## src/rtl/decode_pkg.sv

```systemverilog
// Shared decode types: fetch FSM states, prefix byte values and the
// instruction-field record handed from the fetch stage to the rest of decode.
package decode_pkg;

  typedef enum logic [1:0] {
    S_OPCODE = 2'd0,
    S_MODRM  = 2'd1,
    S_OUTPUT = 2'd2
  } fetch_state_t;

  localparam logic [7:0] PFX_ES       = 8'h26;
  localparam logic [7:0] PFX_CS       = 8'h2E;
  localparam logic [7:0] PFX_SS       = 8'h36;
  localparam logic [7:0] PFX_DS       = 8'h3E;
  localparam logic [7:0] PFX_FS       = 8'h64;
  localparam logic [7:0] PFX_GS       = 8'h65;
  localparam logic [7:0] PFX_OPSIZE   = 8'h66;
  localparam logic [7:0] PFX_ADDRSIZE = 8'h67;
  localparam logic [7:0] PFX_LOCK     = 8'hF0;
  localparam logic [7:0] PFX_REPNE    = 8'hF2;
  localparam logic [7:0] PFX_REP      = 8'hF3;

  typedef struct packed {
    logic [7:0] opcode;
    logic       w;
    logic       w_in_instruction;
    logic [2:0] register_sequence_code;
    logic       has_modrm;
    logic [1:0] mod;
    logic [2:0] rm;
    logic       operand_size_32;
    logic [3:0] prefix_count;
    logic       unsupported;
    logic       prefix_overflow;
  } field_record_t;

  // Prefixes that only bump the count; the operand-size prefix is handled apart.
  function automatic logic is_plain_prefix(input logic [7:0] b);
    case (b)
      PFX_ES, PFX_CS, PFX_SS, PFX_DS, PFX_FS, PFX_GS,
      PFX_ADDRSIZE, PFX_LOCK, PFX_REPNE, PFX_REP: return 1'b1;
      default:                                    return 1'b0;
    endcase
  endfunction

endpackage

```

## src/rtl/decode_opcode_classify.sv

```systemverilog
// Combinational opcode classifier: decides whether a ModRM byte follows and
// where the w bit and register sequence code come from.
module decode_opcode_classify (
  input  logic [7:0] opcode,
  output logic       has_modrm,
  output logic       w_in_instruction,
  output logic       w,
  output logic [2:0] embedded_code,
  output logic       uses_modrm_reg,
  output logic       unsupported
);

  always_comb begin
    // NOTE: every output gets a default first so no path can infer a latch.
    has_modrm        = 1'b0;
    w_in_instruction = 1'b0;
    w                = 1'b0;
    embedded_code    = 3'b000;
    uses_modrm_reg   = 1'b0;
    unsupported      = 1'b0;

    if (opcode[7:6] == 2'b00 && !opcode[2]) begin
      // ALU r/m forms 00-3F with low bits 0-3
      has_modrm        = 1'b1;
      w_in_instruction = 1'b1;
      w                = opcode[0];
      uses_modrm_reg   = 1'b1;
    end else if (opcode[7:6] == 2'b00 && opcode[2:1] == 2'b10) begin
      w_in_instruction = 1'b1;
      w                = opcode[0];
    end else if (opcode[7:5] == 3'b010 || opcode[7:3] == 5'b10010) begin
      w             = 1'b1;
      embedded_code = opcode[2:0];
    end else if (opcode >= 8'h84 && opcode <= 8'h8B) begin
      has_modrm        = 1'b1;
      w_in_instruction = 1'b1;
      w                = opcode[0];
      uses_modrm_reg   = 1'b1;
    end else if (opcode[7:4] == 4'hB) begin
      w_in_instruction = 1'b1;
      w                = opcode[3];
      embedded_code    = opcode[2:0];
    end else begin
      unsupported = 1'b1;
    end
  end

endmodule

```

## src/rtl/decode_opcode_modrm_fetch.sv

```systemverilog
// Decode front stage: strips prefixes, captures opcode and optional ModRM,
// and holds one registered field record until downstream accepts it.
module decode_opcode_modrm_fetch
  import decode_pkg::*;
#(
  parameter bit          DEFAULT_OPERAND_SIZE_32 = 1'b1,
  parameter int unsigned MAX_PREFIX_COUNT        = 14
) (
  input  logic       clock,
  input  logic       reset,
  input  logic       flush,
  input  logic       byte_valid,
  input  logic [7:0] byte_data,
  output logic       byte_ready,
  output logic       out_valid,
  input  logic       out_ready,
  output logic [7:0] out_opcode,
  output logic       out_w,
  output logic       out_w_in_instruction,
  output logic [2:0] out_register_sequence_code,
  output logic       out_has_modrm,
  output logic [1:0] out_mod,
  output logic [2:0] out_rm,
  output logic       out_operand_size_32,
  output logic [3:0] out_prefix_count,
  output logic       out_unsupported,
  output logic       out_prefix_overflow
);

  localparam logic [4:0] MAX_COUNT = 5'(MAX_PREFIX_COUNT);

  fetch_state_t  state_q, state_d;
  logic [7:0]    opcode_q, opcode_d;
  logic          override_q, override_d;
  logic [3:0]    count_q, count_d;
  field_record_t record_q, record_d;

  logic          accept;
  logic [4:0]    count_inc;
  logic [7:0]    cls_opcode;
  logic          cls_has_modrm;
  logic          cls_w_in_instruction;
  logic          cls_w;
  logic [2:0]    cls_embedded_code;
  logic          cls_uses_modrm_reg;
  logic          cls_unsupported;
  field_record_t record_load;

  assign byte_ready = (state_q != S_OUTPUT);
  assign out_valid  = (state_q == S_OUTPUT);
  assign accept     = byte_valid && byte_ready;
  assign count_inc  = {1'b0, count_q} + 5'd1;

  // In S_MODRM the latched opcode is reclassified so the record can be built
  // in the same cycle the ModRM byte arrives.
  assign cls_opcode = (state_q == S_OPCODE) ? byte_data : opcode_q;

  decode_opcode_classify u_classify (
    .opcode           (cls_opcode),
    .has_modrm        (cls_has_modrm),
    .w_in_instruction (cls_w_in_instruction),
    .w                (cls_w),
    .embedded_code    (cls_embedded_code),
    .uses_modrm_reg   (cls_uses_modrm_reg),
    .unsupported      (cls_unsupported)
  );

  always_comb begin
    record_load                        = '0;
    record_load.opcode                 = cls_opcode;
    record_load.w                      = cls_w;
    record_load.w_in_instruction       = cls_w_in_instruction;
    record_load.register_sequence_code = cls_uses_modrm_reg ? byte_data[5:3]
                                                            : cls_embedded_code;
    record_load.has_modrm              = cls_has_modrm;
    record_load.mod                    = cls_has_modrm ? byte_data[7:6] : 2'b00;
    record_load.rm                     = cls_has_modrm ? byte_data[2:0] : 3'b000;
    record_load.operand_size_32        = DEFAULT_OPERAND_SIZE_32 ^ override_q;
    record_load.prefix_count           = count_q;
    record_load.unsupported            = cls_unsupported;
  end

  always_comb begin
    state_d    = state_q;
    opcode_d   = opcode_q;
    override_d = override_q;
    count_d    = count_q;
    record_d   = record_q;

    case (state_q)
      S_OPCODE: begin
        if (accept) begin
          if (byte_data == PFX_OPSIZE || is_plain_prefix(byte_data)) begin
            count_d = count_inc[3:0];
            if (byte_data == PFX_OPSIZE) override_d = 1'b1;
            if (count_inc > MAX_COUNT) begin
              record_d                 = '0;
              record_d.prefix_overflow = 1'b1;
              record_d.prefix_count    = count_inc[3:0];
              record_d.operand_size_32 = DEFAULT_OPERAND_SIZE_32 ^ override_d;
              state_d                  = S_OUTPUT;
            end
          end else begin
            opcode_d = byte_data;
            if (cls_has_modrm) begin
              state_d = S_MODRM;
            end else begin
              record_d = record_load;
              state_d  = S_OUTPUT;
            end
          end
        end
      end
      S_MODRM: begin
        if (accept) begin
          record_d = record_load;
          state_d  = S_OUTPUT;
        end
      end
      S_OUTPUT: begin
        if (out_ready) begin
          override_d               = 1'b0;
          count_d                  = '0;
          record_d.prefix_overflow = 1'b0;
          state_d                  = S_OPCODE;
        end
      end
      default: state_d = S_OPCODE;
    endcase

    // Flush wins over any same-cycle byte accept or output handshake.
    if (flush) begin
      state_d    = S_OPCODE;
      opcode_d   = '0;
      override_d = 1'b0;
      count_d    = '0;
      record_d   = '0;
    end
  end

  always_ff @(posedge clock) begin
    // NOTE: state registers use non-blocking assignments so every flop samples
    // the pre-edge values regardless of statement order.
    if (reset) begin
      state_q    <= S_OPCODE;
      opcode_q   <= '0;
      override_q <= 1'b0;
      count_q    <= '0;
      record_q   <= '0;
    end else begin
      state_q    <= state_d;
      opcode_q   <= opcode_d;
      override_q <= override_d;
      count_q    <= count_d;
      record_q   <= record_d;
    end
  end

  assign out_opcode                 = record_q.opcode;
  assign out_w                      = record_q.w;
  assign out_w_in_instruction       = record_q.w_in_instruction;
  assign out_register_sequence_code = record_q.register_sequence_code;
  assign out_has_modrm              = record_q.has_modrm;
  assign out_mod                    = record_q.mod;
  assign out_rm                     = record_q.rm;
  assign out_operand_size_32        = record_q.operand_size_32;
  assign out_prefix_count           = record_q.prefix_count;
  assign out_unsupported            = record_q.unsupported;
  assign out_prefix_overflow        = record_q.prefix_overflow;

endmodule
```

## config.mk

```make
export PLATFORM = sky130hd
export DESIGN_NAME = decode_opcode_modrm_fetch
export DESIGN_NICKNAME = d
export VERILOG_FILES = /design/src/rtl/decode_pkg.sv /design/src/rtl/decode_opcode_classify.sv /design/src/rtl/decode_opcode_modrm_fetch.sv
export SDC_FILE = /design/constraint.sdc
export NUM_CORES = 1
export LEC_CHECK = 0
export ABC_AREA = 1
export ABC_CLOCK_PERIOD_IN_PS = 4800
export BUFFER_PORTS_ARGS = -buffer_cell sky130_fd_sc_hd__buf_2
export CORE_ASPECT_RATIO = 0.6
export CORE_MARGIN = 3
export CORE_UTILIZATION = 31
export DETAILED_ROUTE_END_ITERATION = 16
export GPL_ROUTABILITY_DRIVEN = 0
export GPL_TIMING_DRIVEN = 0
export HOLD_SLACK_MARGIN = 0.08
export MAX_ROUTING_LAYER = met4
export PLACE_DENSITY = 0.55
export SLEW_MARGIN = 20
export SYNTH_ARGS = -nofsm -noshare
export SYNTH_HDL_FRONTEND = slang
export SYNTH_HIERARCHICAL = 1
export SYNTH_SLANG_ARGS = --single-unit
```

## constraint.sdc

```tcl
create_clock -name clock -period 4.8 [get_ports clock]
set_input_delay 0.48 -clock clock [delete_from_list [all_inputs] [get_ports clock]]
set_output_delay 0.48 -clock clock [all_outputs]
set_load 0.02 [all_outputs]
```

==> run_results.csv <==
group,metric,value,unit
sta,post-route-period-util,0.764,
logic_synthesis,ys_warn_count,6,
cells_and_area,layout-drive-gt1-share,0.216,
sta,setup_violations,0,
place,detailed_place.area,0.00260,mm²
place,portBuffers,40,
cts,cts.sinks,41,
drt,via_per_inst,4.79,
pwr,p_total,0.00115,W
sta,slew_violations,0,
setup_path,worstPathMaxFanout,10,
logic_synthesis,synth_area_per_cell,6.64,µm²
cells_and_area,antennaDiodeCount,0,
cts,clockBufferDepth,2,
logic_synthesis,syn-instance-count,345,
logic_synthesis,async_flop_share,0,
floorplanning,die_h,72.6,µm
floorplanning,die_w,117,µm
global_routing,grt-ovfl-total,0,
logic_synthesis,ys_ff_latch,41,
cts,cts_resized,0,
cts,root_buffer,"clkbuf_16",
drt,ant_nets,0,
logic_synthesis,ys.flop_type,"dfxtp_1",
min_path,min_path_type,"reg -> reg",
cts,insertion_delay,0.29,ns
drt,wirelength,6.25,mm
sta,rsz0062_at_grt,"false",
pwr,power_density,415,mW/mm²
sta,period_needed,3.67,ns
sta,tightest_slew,0.767,ns
cells_and_area,stdcell_area,0.00277,mm²
floorplanning,start_util,0.332,
cells_and_area,nets,411,
cells_and_area,utilization,0.402,
run_status,outcome,"completed",
drt,num_vias,2297,
logic_synthesis,syn-cell-area,0.00229,mm²
floorplanning,die_area,0.00850,mm²
cts,hold_buffers,0,
logic_synthesis,synth_top_area_frac,0.358,
logic_synthesis,synth_edf_count,0,
global_routing,antenna_found_initial,0,
logic_synthesis,syn-num-nets,364,
setup_path,criticalPathCategory,"reg -> reg",
logic_synthesis,yosys-top-cells-area,"dfxtp_1, nand2_1, nor2_1, o21ai_0, inv_1",
logic_synthesis,yosysMostFrequentCell,"nand2_1",
drt,drc,0,
setup_path,worst_setup_path_end_kind,"flop",
cts,cts-buffers-inserted,5,
drt,drt-initial-drc-count,132,
cells_and_area,syn_to_final_growth,21.0,%
setup_path,critPathArrivalTime,3.85,ns
run,timing.max_cap.violations,0,
global_routing,grt_pass1_vias,2212,
place,dp.final_hpwl,4.97,mm
logic_synthesis,synth_common_cells,"nand2_1, nor2_1, dfxtp_1, o21ai_0, inv_1",
cells_and_area,nFillCells,740,
drt,drt_pass1_iterations,4,
sta,hold_violations,0,
logic_synthesis,yosysUniqueCellTypes,30,
cells_and_area,multi_input_area,0.00125,mm²
floorplanning,num_rows,23,
cts,htree_levels,2,
cells_and_area,regArea,821,µm²
setup_path,start_kind,"flop",
sta,fin_worst_skew,0.00574,ns
pwr,peakVddDrop,0.135,mV
global_routing,grt_max_degree,13,
global_routing,grt_pass1_wl,10.7,mm
sta,fmax,273,MHz
setup_path,required,4.98,ns
sta,final.setup.tns,0,ns
logic_synthesis,ys_seq_area_frac,0.358,
logic_synthesis,yosysTopAreaCell,"dfxtp_1",
cts,cts_tree,"yes",
cts,path_clk_slew,0.06,ns
floorplanning,core-area,0.00691,mm²
cts,post_cts_buffers,0,
drt,avgRoutedWirePerCell,13.0,µm
global_routing,grtUsageTotal,0.165,
sta,slew_headroom,0.483,
floorplanning,ios,41,
pwr,leakage,1.37,nW
where the power goes:
part | total, W | internal, W | switching [W]
Sequential | 0.000388 | 0.000372 | 0.0000158
Combinational | 0.000367 | 0.000125 | 0.000242
Clock | 0.000397 | 0.000260 | 0.000137
path summary, 6_finish.rpt:
kind | startpoint | slack [ns] | endpoint | cells after the start
worst min-delay path | override_q$_SDFFE_PP0P_ | 0.47 | override_q$_SDFFE_PP0P_ | 2
worst min register to register | override_q$_SDFFE_PP0P_ | 0.47 | override_q$_SDFFE_PP0P_ | 2
worst max-delay path | state_q[0]$_SDFFE_PP0P_ | 1.13 | out_rm[0]$_SDFFE_PP0P_ | 20
worst max register to register | state_q[0]$_SDFFE_PP0P_ | 1.13 | out_rm[0]$_SDFFE_PP0P_ | 20
sequential cells by signal, indices dropped and copies added, names as in the netlist:
name	flops
count_q	4
opcode_q	8
out_has_modrm	1
out_mod	2
out_opcode	8
out_operand_size_32	1
out_prefix_count	4
out_prefix_overflow	1
out_register_sequence_code	3
out_rm	3
out_unsupported	1
out_w	1
out_w_in_instruction	1
override_q	1
state_q	2
per-layer routing:
layer	vias to the layer above	track usage	wire, µm
met4	0	0.0407	53
met3	7	0.0423	460
met2	63	0.221	2390
met5	-	-	0
met1	1040	0.243	3340
li1	1187	-	-
area by class of cell:
cell class	instances	area share
Sequential cell	41	0.296
Tap cell	87	0.0392
Inverter	34	0.0460
Buffer	14	0.0320
Multi-Input combinational cell	256	0.452
Clock buffer	7	0.0514
Timing Repair Buffer	40	0.0722
Clock inverter	1	0.0108
stage by stage:
stage | setup WS [ns] | hold WS [ns] | cells
final | 1.13 | 0.466 | 480
after global placement | 1.03 | 0.442 | 472
after CTS | 1.00 | 0.463 | 480
after detailed placement | 1.03 | 0.454 | 472
after floorplan | 1.95 | 0.430 | 345
after global routing | 0.752 | 0.494 | 480
cells in the final DEF (no fill, tap or decap), drive strengths merged:
| cell type | count |
|---|---|
| nand2 | 87 |
| nor2 | 71 |
| buf | 50 |
| dfxtp | 41 |
| o21ai | 35 |
| inv | 34 |
| a21oi | 22 |
| nand3 | 13 |
| clkbuf | 11 |
| ha | 6 |
| nand4 | 5 |
| or2 | 4 |
| mux2 | 3 |
| nor3 | 3 |
| and3 | 2 |
| nand3b | 2 |
| xor2 | 1 |
| bufinv | 1 |
| o21a | 1 |
| o21bai | 1 |
kinds of logic (layout without fill, tap and decap cells):
| logic type | count (synthesis) | in the layout | synth area share |
|---|---|---|---|
| buffers and inverters | 48 | 96 | 0.0944 |
| adder cells (fa/ha/maj) | 6 | 6 | 0.0328 |
| flip-flops | 41 | 41 | 0.358 |
| XOR/XNOR | 1 | 1 | 0.00382 |
| AO/OA/AOI/OAI | 59 | 59 | 0.133 |
| multiplexers | 3 | 3 | 0.0147 |
| AND/OR/NAND/NOR | 187 | 187 | 0.364 |
worst max-delay path, cell delays in order, from the launching register on:
cell	delay (ns)
dfxtp_1	0.32
inv_1	0.11
ha_1	0.33
inv_1	0.20
clkbuf_1	0.26
o21ai_0	0.60
inv_1	0.17
nand2_1	0.10
nand2_1	0.05
nand2_1	0.11
o21ai_1	0.27
nand2_1	0.16
inv_1	0.06
nand4_2	0.12
nand3_2	0.10
nor2_2	0.14
buf_6	0.15
buf_6	0.15
nand2_1	0.06
nand2_1	0.07
nor2_2	0.04
Note: power is estimated with default switching activity, not from simulation.
